==> src/rtl/multicycle_ctrl_pkg.sv <==
// Shared encodings for the multicycle RISC-V controller and its datapath:
// state enum, opcodes, operand/result select codes and the decoded control bundle.
package multicycle_ctrl_pkg;

  typedef enum logic [3:0] {
    S_FETCH  = 4'd0,
    S_DECODE = 4'd1,
    S_MEMADR = 4'd2,
    S_MEMRD  = 4'd3,
    S_MEMWB  = 4'd4,
    S_MEMWR  = 4'd5,
    S_EXECR  = 4'd6,
    S_EXECI  = 4'd7,
    S_ALUWB  = 4'd8,
    S_BRANCH = 4'd9,
    S_JALR   = 4'd10,
    S_JAL    = 4'd11,
    S_LUI    = 4'd12,
    S_TRAP   = 4'd13
  } state_e;

  localparam logic [6:0] OP_LOAD   = 7'b0000011;
  localparam logic [6:0] OP_STORE  = 7'b0100011;
  localparam logic [6:0] OP_R      = 7'b0110011;
  localparam logic [6:0] OP_I      = 7'b0010011;
  localparam logic [6:0] OP_BRANCH = 7'b1100011;
  localparam logic [6:0] OP_JAL    = 7'b1101111;
  localparam logic [6:0] OP_JALR   = 7'b1100111;
  localparam logic [6:0] OP_LUI    = 7'b0110111;
  localparam logic [6:0] OP_AUIPC  = 7'b0010111;

  localparam logic [1:0] ALUA_PC    = 2'd0;
  localparam logic [1:0] ALUA_OLDPC = 2'd1;
  localparam logic [1:0] ALUA_RS1   = 2'd2;
  localparam logic [1:0] ALUA_ZERO  = 2'd3;

  localparam logic [1:0] ALUB_RS2  = 2'd0;
  localparam logic [1:0] ALUB_IMM  = 2'd1;
  localparam logic [1:0] ALUB_FOUR = 2'd2;

  localparam logic [1:0] ALUOP_ADD   = 2'd0;
  localparam logic [1:0] ALUOP_SUB   = 2'd1;
  localparam logic [1:0] ALUOP_FUNCT = 2'd2;

  localparam logic [1:0] RES_ALUOUT = 2'd0;
  localparam logic [1:0] RES_MEM    = 2'd1;
  localparam logic [1:0] RES_ALU    = 2'd2;

  typedef struct packed {
    logic       pc_we;
    logic       ir_we;
    logic       reg_we;
    logic       mem_req;
    logic       mem_we;
    logic       adr_src;
    logic [1:0] alu_a_sel;
    logic [1:0] alu_b_sel;
    logic [1:0] alu_op;
    logic [1:0] res_src;
    logic       retire;
  } ctrl_t;

  function automatic state_e decode_next(input logic [6:0] op);
    state_e nxt;
    case (op)
      OP_LOAD, OP_STORE: nxt = S_MEMADR;
      OP_R:              nxt = S_EXECR;
      OP_I:              nxt = S_EXECI;
      OP_BRANCH:         nxt = S_BRANCH;
      OP_JAL:            nxt = S_JAL;
      OP_JALR:           nxt = S_JALR;
      OP_LUI:            nxt = S_LUI;
      OP_AUIPC:          nxt = S_ALUWB;
      default:           nxt = S_TRAP;
    endcase
    return nxt;
  endfunction

endpackage

==> src/rtl/multicycle_ctrl_out_dec.sv <==
// Combinational state-to-control decoder. Everything is Moore except the
// mem_ready-qualified strobes and pc_we in BRANCH, which follows br_cond.
module ctrl_out_dec
  import multicycle_ctrl_pkg::*;
(
  input  state_e state_i,
  input  logic   mem_ready,
  input  logic   br_cond,
  output ctrl_t  ctrl_o
);

  always_comb begin
    ctrl_o = '0;
    case (state_i)
      S_FETCH: begin
        ctrl_o.mem_req   = 1'b1;
        ctrl_o.alu_a_sel = ALUA_PC;
        ctrl_o.alu_b_sel = ALUB_FOUR;
        ctrl_o.alu_op    = ALUOP_ADD;
        ctrl_o.res_src   = RES_ALU;
        ctrl_o.ir_we     = mem_ready;
        ctrl_o.pc_we     = mem_ready;
      end
      S_DECODE: begin
        ctrl_o.alu_a_sel = ALUA_OLDPC;
        ctrl_o.alu_b_sel = ALUB_IMM;
        ctrl_o.alu_op    = ALUOP_ADD;
      end
      S_MEMADR, S_JALR: begin
        ctrl_o.alu_a_sel = ALUA_RS1;
        ctrl_o.alu_b_sel = ALUB_IMM;
        ctrl_o.alu_op    = ALUOP_ADD;
      end
      S_MEMRD: begin
        ctrl_o.mem_req = 1'b1;
        ctrl_o.adr_src = 1'b1;
      end
      S_MEMWB: begin
        ctrl_o.res_src = RES_MEM;
        ctrl_o.reg_we  = 1'b1;
        ctrl_o.retire  = 1'b1;
      end
      S_MEMWR: begin
        ctrl_o.mem_req = 1'b1;
        ctrl_o.mem_we  = 1'b1;
        ctrl_o.adr_src = 1'b1;
        ctrl_o.retire  = mem_ready;
      end
      S_EXECR: begin
        ctrl_o.alu_a_sel = ALUA_RS1;
        ctrl_o.alu_b_sel = ALUB_RS2;
        ctrl_o.alu_op    = ALUOP_FUNCT;
      end
      S_EXECI: begin
        ctrl_o.alu_a_sel = ALUA_RS1;
        ctrl_o.alu_b_sel = ALUB_IMM;
        ctrl_o.alu_op    = ALUOP_FUNCT;
      end
      S_ALUWB: begin
        ctrl_o.res_src = RES_ALUOUT;
        ctrl_o.reg_we  = 1'b1;
        ctrl_o.retire  = 1'b1;
      end
      S_BRANCH: begin
        ctrl_o.alu_a_sel = ALUA_RS1;
        ctrl_o.alu_b_sel = ALUB_RS2;
        ctrl_o.alu_op    = ALUOP_SUB;
        ctrl_o.res_src   = RES_ALUOUT;
        ctrl_o.pc_we     = br_cond;
        ctrl_o.retire    = 1'b1;
      end
      S_JAL: begin
        ctrl_o.alu_a_sel = ALUA_OLDPC;
        ctrl_o.alu_b_sel = ALUB_FOUR;
        ctrl_o.alu_op    = ALUOP_ADD;
        ctrl_o.res_src   = RES_ALUOUT;
        ctrl_o.pc_we     = 1'b1;
      end
      S_LUI: begin
        ctrl_o.alu_a_sel = ALUA_ZERO;
        ctrl_o.alu_b_sel = ALUB_IMM;
        ctrl_o.alu_op    = ALUOP_ADD;
      end
      default: ctrl_o = '0;
    endcase
  end

endmodule

==> src/rtl/multicycle_ctrl.sv <==
// Multicycle RISC-V control FSM: state register, sticky illegal flag and the
// retired-instruction counter. Output decoding lives in ctrl_out_dec.
module multicycle_ctrl
  import multicycle_ctrl_pkg::*;
(
  input  logic        clk,
  input  logic        rst_n,
  input  logic [6:0]  opcode,
  input  logic        br_cond,
  input  logic        mem_ready,
  output logic        pc_we,
  output logic        ir_we,
  output logic        reg_we,
  output logic        mem_req,
  output logic        mem_we,
  output logic        adr_src,
  output logic [1:0]  alu_a_sel,
  output logic [1:0]  alu_b_sel,
  output logic [1:0]  alu_op,
  output logic [1:0]  res_src,
  output logic        illegal,
  output logic [31:0] instret,
  output logic [3:0]  state_o
);

  // Memory handshake: mem_req is held with adr_src/mem_we stable while the FSM
  // sits in FETCH/MEMRD/MEMWR; the transfer completes in the cycle mem_ready=1.
  // mem_ready in any other state has no effect.
  state_e      state_q, state_d;
  logic [31:0] instret_q, instret_d;
  logic        illegal_q, illegal_d;
  ctrl_t       ctrl;

  ctrl_out_dec u_dec (
    .state_i   (state_q),
    .mem_ready (mem_ready),
    .br_cond   (br_cond),
    .ctrl_o    (ctrl)
  );

  always_comb begin
    state_d = state_q;
    case (state_q)
      S_FETCH:  if (mem_ready) state_d = S_DECODE;
      S_DECODE: state_d = decode_next(opcode);
      S_MEMADR: state_d = opcode[5] ? S_MEMWR : S_MEMRD;
      S_MEMRD:  if (mem_ready) state_d = S_MEMWB;
      S_MEMWB:  state_d = S_FETCH;
      S_MEMWR:  if (mem_ready) state_d = S_FETCH;
      S_EXECR:  state_d = S_ALUWB;
      S_EXECI:  state_d = S_ALUWB;
      S_ALUWB:  state_d = S_FETCH;
      S_BRANCH: state_d = S_FETCH;
      S_JALR:   state_d = S_JAL;
      S_JAL:    state_d = S_ALUWB;
      S_LUI:    state_d = S_ALUWB;
      S_TRAP:   state_d = S_TRAP;
      default:  state_d = S_FETCH;
    endcase
  end

  always_comb begin
    instret_d = instret_q + {31'd0, ctrl.retire};
    // Set on the edge that enters TRAP so illegal is already high there.
    illegal_d = illegal_q | (state_d == S_TRAP);
  end

  always_ff @(posedge clk) begin
    if (!rst_n) begin
      state_q   <= S_FETCH;
      instret_q <= '0;
      illegal_q <= 1'b0;
    end else begin
      state_q   <= state_d;
      instret_q <= instret_d;
      illegal_q <= illegal_d;
    end
  end

  assign pc_we     = ctrl.pc_we;
  assign ir_we     = ctrl.ir_we;
  assign reg_we    = ctrl.reg_we;
  assign mem_req   = ctrl.mem_req;
  assign mem_we    = ctrl.mem_we;
  assign adr_src   = ctrl.adr_src;
  assign alu_a_sel = ctrl.alu_a_sel;
  assign alu_b_sel = ctrl.alu_b_sel;
  assign alu_op    = ctrl.alu_op;
  assign res_src   = ctrl.res_src;
  assign illegal   = illegal_q;
  assign instret   = instret_q;
  assign state_o   = state_q;

endmodule

==> config.mk <==
export PLATFORM = sky130hd
export DESIGN_NAME = multicycle_ctrl
export DESIGN_NICKNAME = d
export VERILOG_FILES = /design/src/rtl/multicycle_ctrl_pkg.sv /design/src/rtl/multicycle_ctrl_out_dec.sv /design/src/rtl/multicycle_ctrl.sv
export SDC_FILE = /design/constraint.sdc
export NUM_CORES = 1
export LEC_CHECK = 0
export BUFFER_PORTS_ARGS = -buffer_cell sky130_fd_sc_hd__buf_4
export CORE_ASPECT_RATIO = 1.1
export CORE_MARGIN = 1
export CORE_UTILIZATION = 46
export CTS_CLUSTER_DIAMETER = 80
export DETAILED_ROUTE_END_ITERATION = 6
export HOLD_SLACK_MARGIN = 0.03
export PLACE_DENSITY = 0.75
export SLEW_MARGIN = 20
export SYNTH_ARGS = -nofsm -noshare
export SYNTH_HDL_FRONTEND = slang
export SYNTH_SLANG_ARGS = --single-unit
==> constraint.sdc <==
create_clock -name clk -period 2.41 [get_ports clk]
set_input_delay 0.241 -clock clk [delete_from_list [all_inputs] [get_ports clk]]
set_output_delay 0.241 -clock clk [all_outputs]
set_load 0.1 [all_outputs]
==> flow_metrics.env, run 1 <==
export IMPL_rows=25
export IMPL_setup_tns_final_ns=0
export IMPL_maxSlewHeadroom_pct=80.73
export IMPL_final_cell_area_sq_um=2778
export IMPL_clock_skew_ns=0.007719
export IMPL_antenna_found_initial=0
export IMPL_first_global_vias=1749
export IMPL_dieArea_sq_um=4741
export IMPL_ioPinCount=62
export IMPL_ir_drop_mv=0.3299
export IMPL_htree_num_levels=2
export IMPL_tightest_slew_ns=0.2869
export IMPL_synth_net_count=252
export IMPL_syn2layout_area_growth_pct=35.12
export IMPL_die_x_um=65.74
export IMPL_place_area_sq_um=2675
export IMPL_synth_edf_count=0
export IMPL_drc_errors=0
export IMPL_diodes=0
export IMPL_clock_sinks=37
export IMPL_nNetsFinal=311
export IMPL_rsz0062_at_grt="no"
export IMPL_dr_pass1_iters=4
export IMPL_worstSetupPathType="reg -> reg"
export IMPL_setup_viol=0
export IMPL_status="complete, no violations"
export IMPL_drtIter0Drc=129
export IMPL_yosys_area_top_type="dfxtp_1"
export IMPL_start_kind="register"
export IMPL_ys_seq_elements=37
export IMPL_wl_um=4510
export IMPL_power_density_nw_per_um2=780.5
export IMPL_synth_area_per_cell_sq_um=8.601
export IMPL_hold_path_class="in -> reg"
export IMPL_numCtsBuffers=5
export IMPL_fmax_ghz=0.4552
export IMPL_finalWorstSetupSlack_ns=0.2130
export IMPL_postCtsSetupBuffers=0
export IMPL_slew_viol_final=0
export IMPL_r2r_slack_ns=0.21
export IMPL_utilization_pct=64.82
export IMPL_final_cells=353
export IMPL_total_power_mw=2.168
export IMPL_drive_above_1_share_pct=33.44
export IMPL_die_h_um=72.12
export IMPL_cts_hold_buf=0
export IMPL_cp_arrival_ns=2.38
export IMPL_synth_seq_area_share_pct=36.03
export IMPL_viasPerCell=5.229
export IMPL_yosys_warnings=0
export IMPL_cts_buffer_depth=2
export IMPL_final_cell_mix="buf_4 (63), and2_1 (32), dfxtp_1 (32), xnor2_1 (24)"
export IMPL_dp_cells=345
export IMPL_cts_tree="yes"
export IMPL_endpoint_kind="register"
export IMPL_p_leak_nw=1.176
export IMPL_cts_resized=0
export IMPL_whs_ns=0.3231
export IMPL_grt_max_degree=36
export IMPL_timing_final_crit_period_ns=2.197
export IMPL_place_gp_congestion=0.8509
export IMPL_synth_cells=239
export IMPL_grtUsageTotal_pct=21.27
export IMPL_place_ws_ns=0.2514
export IMPL_clockRootBuffer="clkbuf_8"
export IMPL_antenna_left=0
export IMPL_final_common_cell="buf_4"
export IMPL_required_ns=2.59
export IMPL_netlist_area_sq_um=2056
export IMPL_core_area_sq_um=4285
export IMPL_overflow=0
export IMPL_grt_pass1_wl_um=7976
export IMPL_avgRoutedWirePerCell_um=12.78
export IMPL_crit_fanout=14
export IMPL_synthTopCellsByArea="dfxtp_1 (36%), and2_1 (10%), xnor2_1 (10%)"
export IMPL_async_flop_share_pct=0
export IMPL_drv_cap=0
export IMPL_fillers=379
export IMPL_num_vias=1846
export IMPL_synthDistinctLibCells=43
export IMPL_numPortBuffers=61
export IMPL_clk_latency_ns=0.29
export IMPL_clk_pin_slew_worst_paths_ns=0.07
export IMPL_final_hold_violation_count=0
export IMPL_start_util_pct=47.97
export IMPL_post_route_period_util_pct=91.16
export IMPL_ys_flop_type="dfxtp_1"
export IMPL_synth_top_area_share_pct=36.03
export IMPL_dp_hpwl_um=3213
-- flip-flops by register name (all words and copies together), names as in the netlist --
| name | count |
|---|---|
| state_o | 4 |
| instret | 32 |
| illegal | 1 |
-- routing by layer --
metal | wire length (um) | up-vias | global-route usage, %
met4 | 55 | 0 | 5.797
met5 | 0 | - | 0
met2 | 2118 | 47 | 34.01
met1 | 2122 | 848 | 28.14
met3 | 212 | 7 | 5.503
li1 | - | 944 | -
-- final timing paths --
path / from / endpoint / depth (start not counted)
max: state_o[2]$_SDFF_PN0_ / instret[28]$_SDFF_PN0_ / 11
min: opcode[2] / state_o[2]$_SDFF_PN0_ / 4
max reg2reg: state_o[2]$_SDFF_PN0_ / instret[28]$_SDFF_PN0_ / 11
min reg2reg: illegal$_SDFF_PN0_ / illegal$_SDFF_PN0_ / 2
-- power by group --
part | internal (mW) | switching (mW) | leakage, nW | total, mW
Combinational | 0.250 | 0.739 | 0.821 | 0.990
Sequential | 0.637 | 0.0647 | 0.302 | 0.701
Clock | 0.265 | 0.212 | 0.0534 | 0.477
-- cells in the mapped netlist, types with 3 or more instances --
master and number:
a21oi_1 8, and2_1 34, and3_1 3, and4_1 6, buf_2 4, clkbuf_1 5, dfxtp_1 37, nand2_1 14
nand2b_1 8, nand3_1 14, nand4_1 7, nor2_1 13, nor2b_1 4, nor3_1 4, o21ai_0 8, o22ai_1 4
or2_2 3, xnor2_1 24, xor2_1 8
-- cell families after synthesis --
kind of cell	Yosys count	share of synthesized area, %
mux	2	0.9739
fa+ha+maj	2	1.217
compound gates	32	9.617
simple gates	121	35.73
flops	37	36.03
xor+xnor	32	13.63
buf+inv	13	2.800
-- critical path: stages (launching register included) --
cell and delay [ns]:
dfxtp_4 0.48, nor2b_4 0.18, o21ai_1 0.07, a21oi_1 0.14
ha_2 0.23, ha_4 0.17, nand2_4 0.07, nor4_4 0.13
buf_4 0.21, nand4_1 0.15, xnor2_1 0.16, and2_1 0.13
-- area by class of cell --
type | count | area (sq um) | share of cell area, %
Clock buffer | 7 | 97.59 | 3.514
Clock inverter | 1 | 5.005 | 0.1802
Inverter | 2 | 7.507 | 0.2703
Multi-Input combinational cell | 189 | 1370 | 49.32
Sequential cell | 37 | 757.0 | 27.25
Tap cell | 54 | 67.56 | 2.432
Timing Repair Buffer | 63 | 473.0 | 17.03
Power figures use the tool's default switching activity.
==> run 2: changes to the inputs <==
--- a/config.mk
+++ b/config.mk
@@ -6,7 +6,7 @@
 export NUM_CORES = 1
 export LEC_CHECK = 0
 export BUFFER_PORTS_ARGS = -buffer_cell sky130_fd_sc_hd__buf_4
-export CORE_ASPECT_RATIO = 1.1
+export CORE_ASPECT_RATIO = 0.7
 export CORE_MARGIN = 1
 export CORE_UTILIZATION = 46
 export CTS_CLUSTER_DIAMETER = 80
==> run 2 against run 1 <==
Register-to-register slack about the same; sequential share of layout area down 0.18 points; maximum frequency up 0.62%; clock power up 14%; highest routed layer unchanged; die area about the same; sequential power down 2.9%; cell area up 0.68%; hold slack better by 0.0097 ns; combinational power about the same; sequential cell count unchanged; largest cell class unchanged; clock skew down 0.0032 ns.
==> flow_metrics.env, run 2 (synthesis gave the netlist of run 1 again) <==
export IMPL_status="complete, no violations"
export IMPL_first_global_vias=1552
export IMPL_cp_arrival_ns=2.42
export IMPL_syn2layout_area_growth_pct=36.03
export IMPL_endpoint_kind="register"
export IMPL_fmax_ghz=0.4580
export IMPL_place_ws_ns=0.2485
export IMPL_grt_pass1_wl_um=7493
export IMPL_rsz0062_at_grt="no"
export IMPL_wl_um=4711
export IMPL_hp_start="opcode[2]"
export IMPL_timing_final_crit_period_ns=2.184
export IMPL_diodes=0
export IMPL_rr_endpoint="instret[10]$_SDFF_PN0_"
export IMPL_setup_viol=0
export IMPL_drc_errors=0
export IMPL_final_cell_area_sq_um=2796
export IMPL_utilization_pct=68.39
export IMPL_grtUsageTotal_pct=20.81
export IMPL_drv_cap=0
export IMPL_seqCellArea_sq_um=757.0
export IMPL_drtIter0Drc=73
export IMPL_cts_resized=0
export IMPL_rows=19
export IMPL_place_gp_congestion=0.8221
export IMPL_power_density_nw_per_um2=804.6
export IMPL_dp_cells=344
export IMPL_numCtsBuffers=5
export IMPL_avgRoutedWirePerCell_um=13.38
export IMPL_largest_register_ffs=32
export IMPL_p_leak_nw=1.187
export IMPL_clk_latency_ns=0.29
export IMPL_post_route_period_util_pct=90.60
export IMPL_clock_sinks=37
export IMPL_start_util_pct=50.28
export IMPL_fillers=334
export IMPL_reg2regPathDepth=10
export IMPL_clk_pin_slew_worst_paths_ns=0.07
export IMPL_crit_fanout=14
export IMPL_die_h_um=57.93
export IMPL_overflow=0
export IMPL_maxSlewHeadroom_pct=74.94
export IMPL_final_hold_violation_count=0
export IMPL_num_vias=1831
export IMPL_dr_pass1_iters=7
export IMPL_total_power_mw=2.250
export IMPL_grt_max_degree=36
export IMPL_multi_input_area_sq_um=1370
export IMPL_drive_above_1_share_pct=33.67
export IMPL_viasPerCell=5.202
export IMPL_worstHoldPathCells=4
export IMPL_place_area_sq_um=2680
export IMPL_finalWorstSetupSlack_ns=0.2265
export IMPL_start_kind="register"
export IMPL_antenna_left=0
export IMPL_cts_tree="yes"
export IMPL_ioPinCount=62
export IMPL_cts_buffer_depth=2
export IMPL_core_area_sq_um=4089
export IMPL_r2r_start="state_o[2]$_SDFF_PN0_"
export IMPL_nNetsFinal=312
export IMPL_r2r_slack_ns=0.23
export IMPL_final_common_cell="buf_4"
export IMPL_required_ns=2.64
export IMPL_antenna_found_initial=0
export IMPL_hold_path_class="in -> reg"
export IMPL_whs_endpoint="state_o[2]$_SDFF_PN0_"
export IMPL_clockRootBuffer="clkbuf_8"
export IMPL_ir_drop_mv=0.7322
export IMPL_tightest_slew_ns=0.3759
export IMPL_final_cell_mix="buf_4 (64), and2_1 (32), dfxtp_1 (32), xnor2_1 (24)"
export IMPL_clock_skew_ns=0.004514
export IMPL_numPortBuffers=61
export IMPL_slew_viol_final=0
export IMPL_final_cells=352
export IMPL_cts_hold_buf=0
export IMPL_die_x_um=81.90
export IMPL_postCtsSetupBuffers=0
export IMPL_dieArea_sq_um=4744
export IMPL_worstSetupPathType="reg -> reg"
export IMPL_htree_num_levels=2
export IMPL_dp_hpwl_um=3432
-- run 2: cell types whose count changed in the layout (fill, tap and decap cells not counted), sizes merged --
| cell | before | now |
|---|---|---|
| clkinv | 1 | 0 |
| buf | 63 | 64 |
| bufinv | 0 | 1 |
-- run 2: area by class of cell --
cell class                 instances  area share, %
multi-input combinational        189          48.99
sequential                        37          27.07
clock inverter                     1          1.074
clock buffer                       7          3.087
timing repair buffer              64          17.18
tap                               52          2.327
inverter                           2         0.2685
-- run 2: report_power, final --
group	switching [mW]	internal (mW)	total (mW)
Sequential	0.0449	0.636	0.681
Combinational	0.767	0.256	1.02
Clock	0.208	0.337	0.545
Total	1.02	1.23	2.25
-- run 2: worst max path at each step --
stage | from | to | depth (start not counted)
after floorplan | state_o[1]$_SDFF_PN0_ | ir_we | 4
after global placement | state_o[2]$_SDFF_PN0_ | instret[22]$_SDFF_PN0_ | 10
after detailed placement | state_o[2]$_SDFF_PN0_ | instret[31]$_SDFF_PN0_ | 10
after CTS | state_o[2]$_SDFF_PN0_ | instret[10]$_SDFF_PN0_ | 10
after global routing | state_o[2]$_SDFF_PN0_ | instret[10]$_SDFF_PN0_ | 10
final | state_o[2]$_SDFF_PN0_ | instret[10]$_SDFF_PN0_ | 10
-- run 2: routing by layer --
layer  track usage, %  vias up  part of all wire [%]
met5                0        -                     0
met4            4.511        0                  0.55
met3            4.724        4                   4.9
met2            29.63       44                    42
met1            31.65      831                    52
li1                 -      952                     -
-- run 2: per-stage QoR --
stage,hold WS (ns),setup TNS (ns)
after global routing,0.3315,0
after global placement,0.4497,0
after detailed placement,0.4502,0
after floorplan,0.3692,-0.2619
after CTS,0.3226,0
final,0.3328,0
-- run 2: worst max-delay path, cell delays in order, from the launching register on --
cell and delay [ns]:
dfxtp_4 0.48, nor2b_4 0.19, o21ai_1 0.07, a21oi_1 0.13
ha_2 0.22, ha_4 0.16, nand2_4 0.06, nor3_1 0.26
and4_1 0.25, xor2_1 0.17, and2_1 0.14
